==> config.mk <==
export PLATFORM = sky130hd
export DESIGN_NAME = exc_redirect_ctrl
export DESIGN_NICKNAME = d
export VERILOG_FILES = /design/src/rtl/exc_redirect_ctrl.sv
export SDC_FILE = /design/constraint.sdc
export NUM_CORES = 1
export LEC_CHECK = 0
export ABC_AREA = 1
export CAP_MARGIN = 20
export CORE_ASPECT_RATIO = 0.5
export CORE_MARGIN = 10
export CORE_UTILIZATION = 43
export CTS_BUF_LIST = sky130_fd_sc_hd__clkbuf_8
export CTS_CLUSTER_DIAMETER = 30
export DETAILED_ROUTE_END_ITERATION = 8
export PLACE_DENSITY = 0.82
export SYNTH_ARGS = -nofsm -noshare
export SYNTH_HDL_FRONTEND = slang
export SYNTH_SLANG_ARGS = --single-unit
==> constraint.sdc <==
create_clock -name clk -period 1.62 [get_ports clk]
set_input_delay 0.324 -clock clk [delete_from_list [all_inputs] [get_ports clk]]
set_output_delay 0.324 -clock clk [all_outputs]
set_load 0.01 [all_outputs]
==> src/rtl/exc_redirect_ctrl.sv <==
// Redirect sequencer for committed exceptions/ERET: staged flush, bus drain,
// then a single fetch redirect to the latched handler or EPC target.
module exc_redirect_ctrl #(
  parameter int  MAX_OUTSTANDING = 4,
  localparam int CW = $clog2(MAX_OUTSTANDING + 1)
) (
  input  logic          clk,
  input  logic          reset,
  input  logic          exc_valid,
  input  logic [31:0]   exc_target,
  input  logic          exc_is_eret,
  input  logic          inst_req_fire,
  input  logic          inst_data_ok,
  input  logic          data_req_fire,
  input  logic          data_data_ok,
  input  logic          fetch_ready,
  output logic          flush_if,
  output logic          flush_id,
  output logic          flush_ex,
  output logic          flush_mem,
  output logic          block_mem_req,
  output logic          discard_resp,
  output logic          redirect_valid,
  output logic [31:0]   redirect_pc,
  output logic          redirect_eret,
  output logic          busy,
  output logic [CW-1:0] inst_outstanding,
  output logic          protocol_err
);

  localparam logic [1:0] IDLE     = 2'd0;
  localparam logic [1:0] FLUSH    = 2'd1;
  localparam logic [1:0] DRAIN    = 2'd2;
  localparam logic [1:0] REDIRECT = 2'd3;

  logic [1:0]    state_q, state_d;
  logic [CW-1:0] inst_cnt_q, inst_cnt_d;
  logic [CW-1:0] data_cnt_q, data_cnt_d;
  logic [31:0]   pc_q, pc_d;
  logic          eret_q, eret_d;
  logic          err_q, err_d;
  logic          flush_if_q, flush_stg_q, redir_q;
  logic          exc_err;
  logic [CW:0]   inst_step, data_step;

  // Saturating outstanding counter; MSB of the result flags an over/underflow.
  function automatic logic [CW:0] cnt_step(input logic [CW-1:0] cnt,
                                           input logic inc, input logic dec);
    logic [CW:0] r;
    r = {1'b0, cnt};
    if (inc && !dec) begin
      if (cnt == CW'(MAX_OUTSTANDING)) r[CW] = 1'b1;
      else                             r[CW-1:0] = cnt + 1'b1;
    end else if (dec && !inc) begin
      if (cnt == '0) r[CW] = 1'b1;
      else           r[CW-1:0] = cnt - 1'b1;
    end
    return r;
  endfunction

  always_comb begin
    inst_step  = cnt_step(inst_cnt_q, inst_req_fire, inst_data_ok);
    data_step  = cnt_step(data_cnt_q, data_req_fire, data_data_ok);
    inst_cnt_d = inst_step[CW-1:0];
    data_cnt_d = data_step[CW-1:0];
    state_d    = state_q;
    pc_d       = pc_q;
    eret_d     = eret_q;
    exc_err    = exc_valid && (state_q != IDLE);
    case (state_q)
      IDLE: begin
        if (exc_valid) begin
          pc_d    = exc_target;
          eret_d  = exc_is_eret;
          state_d = FLUSH;
        end
      end
      FLUSH:    state_d = DRAIN;
      DRAIN: begin
        if ((inst_cnt_q == '0) && (data_cnt_q == '0) && fetch_ready)
          state_d = REDIRECT;
      end
      REDIRECT: state_d = IDLE;
      default:  state_d = IDLE;
    endcase
    err_d = err_q | exc_err | inst_step[CW] | data_step[CW];
  end

  always_ff @(posedge clk) begin
    if (reset) begin
      state_q     <= IDLE;
      inst_cnt_q  <= '0;
      data_cnt_q  <= '0;
      pc_q        <= '0;
      eret_q      <= 1'b0;
      err_q       <= 1'b0;
      flush_if_q  <= 1'b0;
      flush_stg_q <= 1'b0;
      redir_q     <= 1'b0;
    end else begin
      state_q     <= state_d;
      inst_cnt_q  <= inst_cnt_d;
      data_cnt_q  <= data_cnt_d;
      pc_q        <= pc_d;
      eret_q      <= eret_d;
      err_q       <= err_d;
      flush_if_q  <= (state_d != IDLE);
      flush_stg_q <= (state_d == FLUSH);
      redir_q     <= (state_d == REDIRECT);
    end
  end

  assign flush_if         = flush_if_q;
  assign flush_id         = flush_stg_q;
  assign flush_ex         = flush_stg_q;
  assign flush_mem        = flush_stg_q;
  assign redirect_valid   = redir_q;
  assign block_mem_req    = (state_q != IDLE);
  assign busy             = (state_q != IDLE);
  // Responses in the exc_valid cycle pass through; IF is squashed next cycle.
  assign discard_resp     = inst_data_ok && ((state_q == FLUSH) || (state_q == DRAIN));
  assign redirect_pc      = pc_q;
  assign redirect_eret    = eret_q;
  assign inst_outstanding = inst_cnt_q;
  assign protocol_err     = err_q;

endmodule

### Word-level counts from Yosys, hierarchy flattened

Cells that the tools add are included.

* register bits: 45
* input bits: 41
* output and inout port bits: 45
* logic and storage cells: 65

* $add $sub $neg: 4
* equality and inequality tests: 11
* muxes and demuxes: 15
* bitwise gates (word level): 3
* reduce and logical (&&, ||, !) cells: 23

Operators with widths (count)
* $mux 4: 4
* $mux 3: 4
* $logic_and 1x1->1: 8
* $ne 2x2->1 const B: 4
* $pmux 2 s4: 1
* $reduce_bool 2->1: 4
* $add 3x1->3 const B: 2
* $eq 2x2->1 const B: 3
* $eq 3x3->1 const B: 2
* $logic_not 3->1: 2
* $reduce_and 3->1: 2
* $sub 3x1->3 const B: 2
* $eq 2x1->1 const B: 2
* $logic_not 1->1: 4
* $mux 1: 4
* $mux 2: 2
* $or 1x1->1: 3
* $logic_not 2->1: 1
* $reduce_and 2->1: 1
* $logic_or 1x1->1: 1

### Longest topological paths before layout

Gate-level depths: netlist (run 1).

* word-level depth: 6
* mapped depth: 10
* mapped depth without buffers: 10

### Least setup slack after synthesis (run 1)

No wires, ideal clock.

* kind: register to register
* from: register inst_cnt_q[0] (netlist: inst_outstanding[0])
* to: register inst_cnt_q[2] (netlist: inst_outstanding[2])
* library setup time: 0.115 ns
* data arrival time: 1.137 ns
* data required time: 1.505 ns
* setup slack: 0.368 ns
* cell stages (with the launch flop): 9
* path buffers: 0
* clock period less this slack: 1.252 ns
* path through: dfxtp_1 -> inv_1 -> ha_1 -> nand2_1 -> nand2_2 -> nand2_2 -> nand2_2 -> a21oi_1 -> nor2_1

* word-level cells in the longest chain between the ends: 4
* elaborated cells on any way between the ends: 11
* those cells by class: add/sub (2); eq/ne (3); mux (4); reduce/logical (2)

Ends and longest elaborated chain
* start: declaration: line 37 `logic [CW-1:0] inst_cnt_q, inst_cnt_d;`
* start signal: assignment: line 102 `inst_cnt_q <= inst_cnt_d;`
* $sub 3x1->3: line 56 `else r[CW-1:0] = cnt - 1'b1;`
* $mux 3: line 55 `if (cnt == '0) r[CW] = 1'b1;`
* $mux 4: line 54 `end else if (dec && !inc) begin`
* $mux 4: line 51 `if (inc && !dec) begin`

Parallel ways exist; a longest one is shown, timed or not. The select of a mux whose other input is x is not followed.
A chain may end at the register's enable or synchronous reset.

### Final worst setup path (run 1)

* from: register state_q[0]
* to: output busy

* word-level cells in the longest chain between the ends: 1

Ends and longest elaborated chain
* start: declaration: line 36 `logic [1:0] state_q, state_d;`
* start signal: assignment: line 101 `state_q <= state_d;`
* $reduce_bool 2->1: line 119 `assign busy = (state_q != IDLE);`
* end: declaration: line 26 `output logic busy,`

No other way between the ends.

==> results of run 1 <==
## through the flow
step	area, sq um	power [W]	setup TNS [ps]	instances	hold slack, ps
3_5_place_dp	2890	0.00253	-890	404	476
3_3_place_gp	2890	0.00249	-679	404	463
4_1_cts	2980	0.00321	-79.1	412	490
5_1_grt	2990	0.00340	0	413	513
6_report	2990	0.00319	0	413	487
2_1_floorplan	1970	0.00196	0	265	386
## where the power goes
part / leakage, nW / total [W] / internal [W] / switching [W]
Combinational: 0.947 / 0.00114 / 0.000585 / 0.000551
Sequential: 0.373 / 0.00135 / 0.00127 / 0.0000846
Clock: 0.0445 / 0.000701 / 0.000306 / 0.000394
Total: 1.36 / 0.00319 / 0.00216 / 0.00103
## state kept, by name, summed over array words and instances, names as in the netlist
signal            flops
redirect_eret         1
data_cnt_q            3
flush_ex              1
redirect_valid        1
flush_if              1
inst_outstanding      3
protocol_err          1
redirect_pc          32
state_q               2
## how the worst min path moves through the flow
stage / to / from / depth (start not counted)
after floorplan: data_cnt_q[1] / reset / 1
after global placement: redirect_pc[22] / redirect_pc[22] / 2
after detailed placement: redirect_pc[22] / redirect_pc[22] / 2
after CTS: redirect_pc[24] / redirect_pc[24] / 2
after global routing: redirect_pc[5] / redirect_pc[5] / 2
final: redirect_pc[24] / redirect_pc[24] / 2
## final cells by class
type                            count  share of cell area
Sequential cell                    45               0.302
Clock inverter                      3             0.00712
Inverter                           29              0.0369
Clock buffer                        5              0.0230
Multi-Input combinational cell    179               0.294
Timing Repair Buffer               95               0.313
Tap cell                           57              0.0239
## repair_timing
action	in CTS	in global routing
buffers inserted	0	1
setup endpoints to repair	3	5
pin swaps	0	1
resized for setup	3	5
## cell usage in the layout, fill, tap and decap left out, drive strengths merged
cell type / synthesis / layout
clkbuf: 3 / 6
dlymetal6s2s: 0 / 2
inv: 28 / 29
nand2: 37 / 37
buf: 9 / 10
o21ai: 37 / 37
nand3: 4 / 4
dlygate4sd2: 0 / 2
xnor2: 2 / 2
clkinvlp: 0 / 1
a21oi: 5 / 5
nor2: 80 / 80
nand4: 2 / 2
clkdlybuf4s50: 0 / 80
clkinv: 1 / 2
dfxtp: 45 / 45
ha: 12 / 12
## cells by family (layout without fill, tap and decap cells)
family / Yosys count / after routing / synth area share
xor gates and xnor gates: 2 / 2 / 0.00887
adders and majority gates: 12 / 12 / 0.0760
AOI/OAI and AO/OA: 42 / 42 / 0.110
buffers and inverters: 41 / 132 / 0.0995
DFF: 45 / 45 / 0.456
and+or+nand+nor: 123 / 123 / 0.249
## critical path: cells and delay by family, from the launching register on
kind	cells	cell delay, ps
fa+ha+maj	1	190
buf+inv	3	420
flops	1	340
## per-layer routing
layer	wire length [um]	share of wire	vias to the layer above
li1	-	-	995
met1	2100	0.39	875
met2	3040	0.56	28
met3	233	0.043	2
met4	35	0.0065	0
met5	0	0	-
## cell usage after synthesis, drive strengths merged
| library cell | number |
|---|---|
| nor2 | 80 |
| dfxtp | 45 |
| nand2 | 37 |
| o21ai | 37 |
| inv | 28 |
| ha | 12 |
| buf | 9 |
| a21oi | 5 |
| nand3 | 4 |
| clkbuf | 3 |
| nand4 | 2 |
| xnor2 | 2 |
| clkinv | 1 |
==> impl_metrics.tcl, run 1 <==
set metrics [dict create \
    layout-drive-gt1-share 0.0955 \
    via_count 1900 \
    pre_cts_ws_ps -188 \
    synth.cell_area_sq_um 1970 \
    hold_buffers 0 \
    path_class "flop to primary output" \
    num_io_pins 86 \
    grt_pass1_wl_um 8730 \
    synth_nets 318 \
    grtUsageMet3 0.0314 \
    grt_max_degree 38 \
    grtUsageMet1 0.137 \
    worst_pin_slew_ps 524 \
    ys_ff_latch 45 \
    core_sq_um 4420 \
    cp-start-kind "flop" \
    path_clk_slew_ps 90 \
    rrSetupSlack_ps 290 \
    die_area_sq_um 7870 \
    path_cells "inv_1 -> ha_1 -> inv_1 -> dlygate4sd2_1" \
    endpoint "busy" \
    die_width_um 116 \
    worst-path-max-fanout 3 \
    ir_drop_uv 483 \
    multi_input_area_sq_um 877 \
    via_per_inst 4.60 \
    synth_cells 265 \
    slew_violations 0 \
    clkLatencyLatePin_ps 290 \
    wl_um 5410 \
    layout_setup_ws_ps 46.7 \
    routedWlPerCell_um 13.1 \
    drc 0 \
    start_util 0.446 \
    hp-class "flop to flop" \
    rsz0062_at_grt "no" \
    antenna_left 0 \
    status "completed" \
    grt.total_usage 0.135 \
    slowest_delay_ps 340 \
    cp_slowest_cell "dfxtp_1" \
    synth_cell_types 19 \
    reg2reg_to "redirect_pc[16]" \
    die_h_um 67.9 \
    avgSynthCellArea_sq_um 7.45 \
    dr.pass1.iters 4 \
    setup_viol 0 \
    maxCapViolations 0 \
    period_minus_slack_ps 1570 \
    num_antenna_cells 0 \
    end_kind "primary output" \
    clock_skew_ps 7.03 \
    htree_levels 2 \
    tritoncts "done" \
    yosysSeqAreaShare 0.456 \
    area_delta_synth_final_pct 51.3 \
    hold_viol_final 0 \
    root_buffer "clkbuf_8" \
    numCtsBuffers 5 \
    crit_top_cell "inv_1" \
    row_count 17 \
    grt.busiest_layer "met2" \
    synthTopCellsByArea "dfxtp_1 (46%), nor2_1 (15%), o21ai_0 (8.1%), ha_1 (7.6%), nand2_1 (5.5%)" \
    cts.path.max_buffers 2 \
    cts.sinks 45 \
    ys_warn_count 0 \
    critPathLaunch "state_q[0]" \
    regArea_sq_um 902 \
    rr_worst_depth 8 \
    grt_pass1_vias 1807 \
    synth_top_area_cell "dfxtp_1" \
    globalRouteMet2Util 0.276 \
    slew_headroom 0.650 \
    port_buffers 85 \
    nets 408 \
    synth_top_cell_area_share 0.456 \
    overflow 0 \
    timing.fmax_mhz 636 \
    power.leakage_nw 1.36 \
    antenna_found_initial 0 \
    reg2reg_from "state_q[0]" \
    drt_iter0_markers 91 \
    nFillCells 366 \
    dp_hpwl_um 4190 \
    arrival_ps 1250 \
    period_share 0.971 \
    globalplace.congestion 0.822 \
    power-per-cell-area_nw_per_um2 1070 \
    final_util 0.675 \
    cp.required_ps 1300 \
]
(Power assumes the default switching activity.)
==> inputs of run 2 (changes only) <==
Settings changed: CORE_MARGIN 10 to 4, CORE_UTILIZATION 43 to 39, PLACE_DENSITY 0.82 to 0.78.
Clock period 1.62 ns to 1.3 ns, I/O delays scaled along.
==> run 2 against run 1 <==
  * The flow now finishes with violations (negative setup slack)
  * Sequential power up 25%
  * Critical path depth up 1
  * Final area up 6.8%
  * Clock power up 26%
  * Wire length down 1.3%
  * Largest power group unchanged
  * Clock-buffer cell count unchanged
  * Critical path type unchanged
  * Hold slack worse by 4.4 ps
  * Critical endpoint is now discard_resp
  * Total power up 28%
  * Non-clock buffer count up 11
  * Via count up 4.6%
==> impl_metrics.tcl, run 2 (same netlist as run 1, synthesis figures left out) <==
set metrics [dict create \
    status "finished, violations left" \
    violations "negative setup slack" \
    final_cell_mix "nor2_1 (76), dlygate4sd2_1 (44), dfxtp_1 (39)" \
    via_per_inst 4.59 \
    globalplace.congestion 0.855 \
    nets 419 \
    port_buffers 85 \
    htree_levels 2 \
    ir_drop_uv 522 \
    layout_commonest_cell "nor2_1" \
    finalPower_w 0.00409 \
    overflow 0 \
    nFillCells 411 \
    grt_pass1_vias 1853 \
    setup_tns_ps -108 \
    grt_pass1_wl_um 8240 \
    dr.pass1.iters 4 \
    rsz0062_at_grt "yes" \
    globalRouteMet2Util 0.321 \
    cts.path.max_buffers 2 \
    largest_register_ff_count 32 \
    wl_um 5340 \
    rr_worst_depth 7 \
    via_count 1987 \
    cp-start-kind "flop" \
    setup_viol 1 \
    clkLatencyLatePin_ps 300 \
    grt.total_usage 0.165 \
    start_util 0.426 \
    slew_headroom 0.878 \
    num_io_pins 86 \
    drt_iter0_markers 27 \
    power.leakage_nw 1.59 \
    grt.busiest_layer "met2" \
    clock_skew_ps 10.7 \
    area_delta_synth_final_pct 61.6 \
    worst-path-max-fanout 2 \
    die_h_um 58.3 \
    routedWlPerCell_um 12.3 \
    layout-drive-gt1-share 0.207 \
    end_kind "primary output" \
    placed_area_sq_um 2990 \
    grtUsageMet3 0.0361 \
    arrival_ps 1150 \
    hp-class "flop to flop" \
    pre_cts_ws_ps -461 \
    root_buffer "clkbuf_8" \
    num_antenna_cells 0 \
    timing.fmax_mhz 710 \
    hold_slack_ps 483 \
    hold_buffers 0 \
    antenna_found_initial 0 \
    grt_max_degree 23 \
    grtUsageMet1 0.175 \
    path_clk_slew_ps 80 \
    numCtsBuffers 5 \
    final_area_sq_um 3190 \
    slew_violations 0 \
    drc 0 \
    die_width_um 109 \
    die_area_sq_um 6330 \
    cts.sinks 45 \
    maxCapViolations 0 \
    period_share 1.08 \
    layout_setup_ws_ps -108 \
    power-per-cell-area_nw_per_um2 1280 \
    antenna_left 0 \
    core_sq_um 4640 \
    row_count 17 \
    dp_hpwl_um 4100 \
    cp.required_ps 1040 \
    tritoncts "done" \
    period_minus_slack_ps 1410 \
    whs_path_depth 2 \
    path_class "flop to primary output" \
    worst_pin_slew_ps 182 \
    hold_viol_final 0 \
]
run 2: final timing paths:
| check | from | endpoint | slack (ps) |
|---|---|---|---|
| worst min-delay path | redirect_pc[8] | redirect_pc[8] | 480 |
| worst max-delay path | state_q[1] | discard_resp | -110 |
| worst max register to register | state_q[0] | redirect_pc[20] | 60 |
| worst min register to register | redirect_pc[8] | redirect_pc[8] | 480 |
run 2: metrics by stage:
stage | util | std cells
floorplan | - | 265
global placement | 0.645 | 420
detailed placement | 0.645 | 420
CTS | 0.664 | 429
global route | 0.688 | 433
finish | 0.688 | 433
run 2: what timing repair did:
item,CTS,global route
cloned,0,0
setup endpoints to repair,69,44
resized for setup,76,41
buffers inserted,1,4
pin swaps,2,6
run 2: cell type report:
cell class / count / area (sq um) / area share
Multi-Input combinational cell: 179 / 982 / 0.308
Timing Repair Buffer: 106 / 1010 / 0.318
Clock inverter: 3 / 21.3 / 0.00667
Sequential cell: 45 / 908 / 0.285
Tap cell: 66 / 82.6 / 0.0259
Clock buffer: 5 / 68.8 / 0.0216
Inverter: 29 / 114 / 0.0357
run 2: where the power goes:
part / switching, W / internal, W / total [W]
Combinational: 0.000765 / 0.000758 / 0.00152
Sequential: 0.000103 / 0.00159 / 0.00169
Clock: 0.000500 / 0.000382 / 0.000881
run 2: per-layer routing:
layer,up-vias,share of wire,routed length [um]
li1,1017,-,-
met1,931,0.39,2100
met2,34,0.56,2980
met3,5,0.040,213
met4,0,0.0099,53
met5,-,0,0
run 2: critical path, stage by stage (launching register included):
cell and delay, ps:
dfxtp_2 340, inv_2 50, ha_4 260, nand2_2 40, inv_1 40, buf_2 120
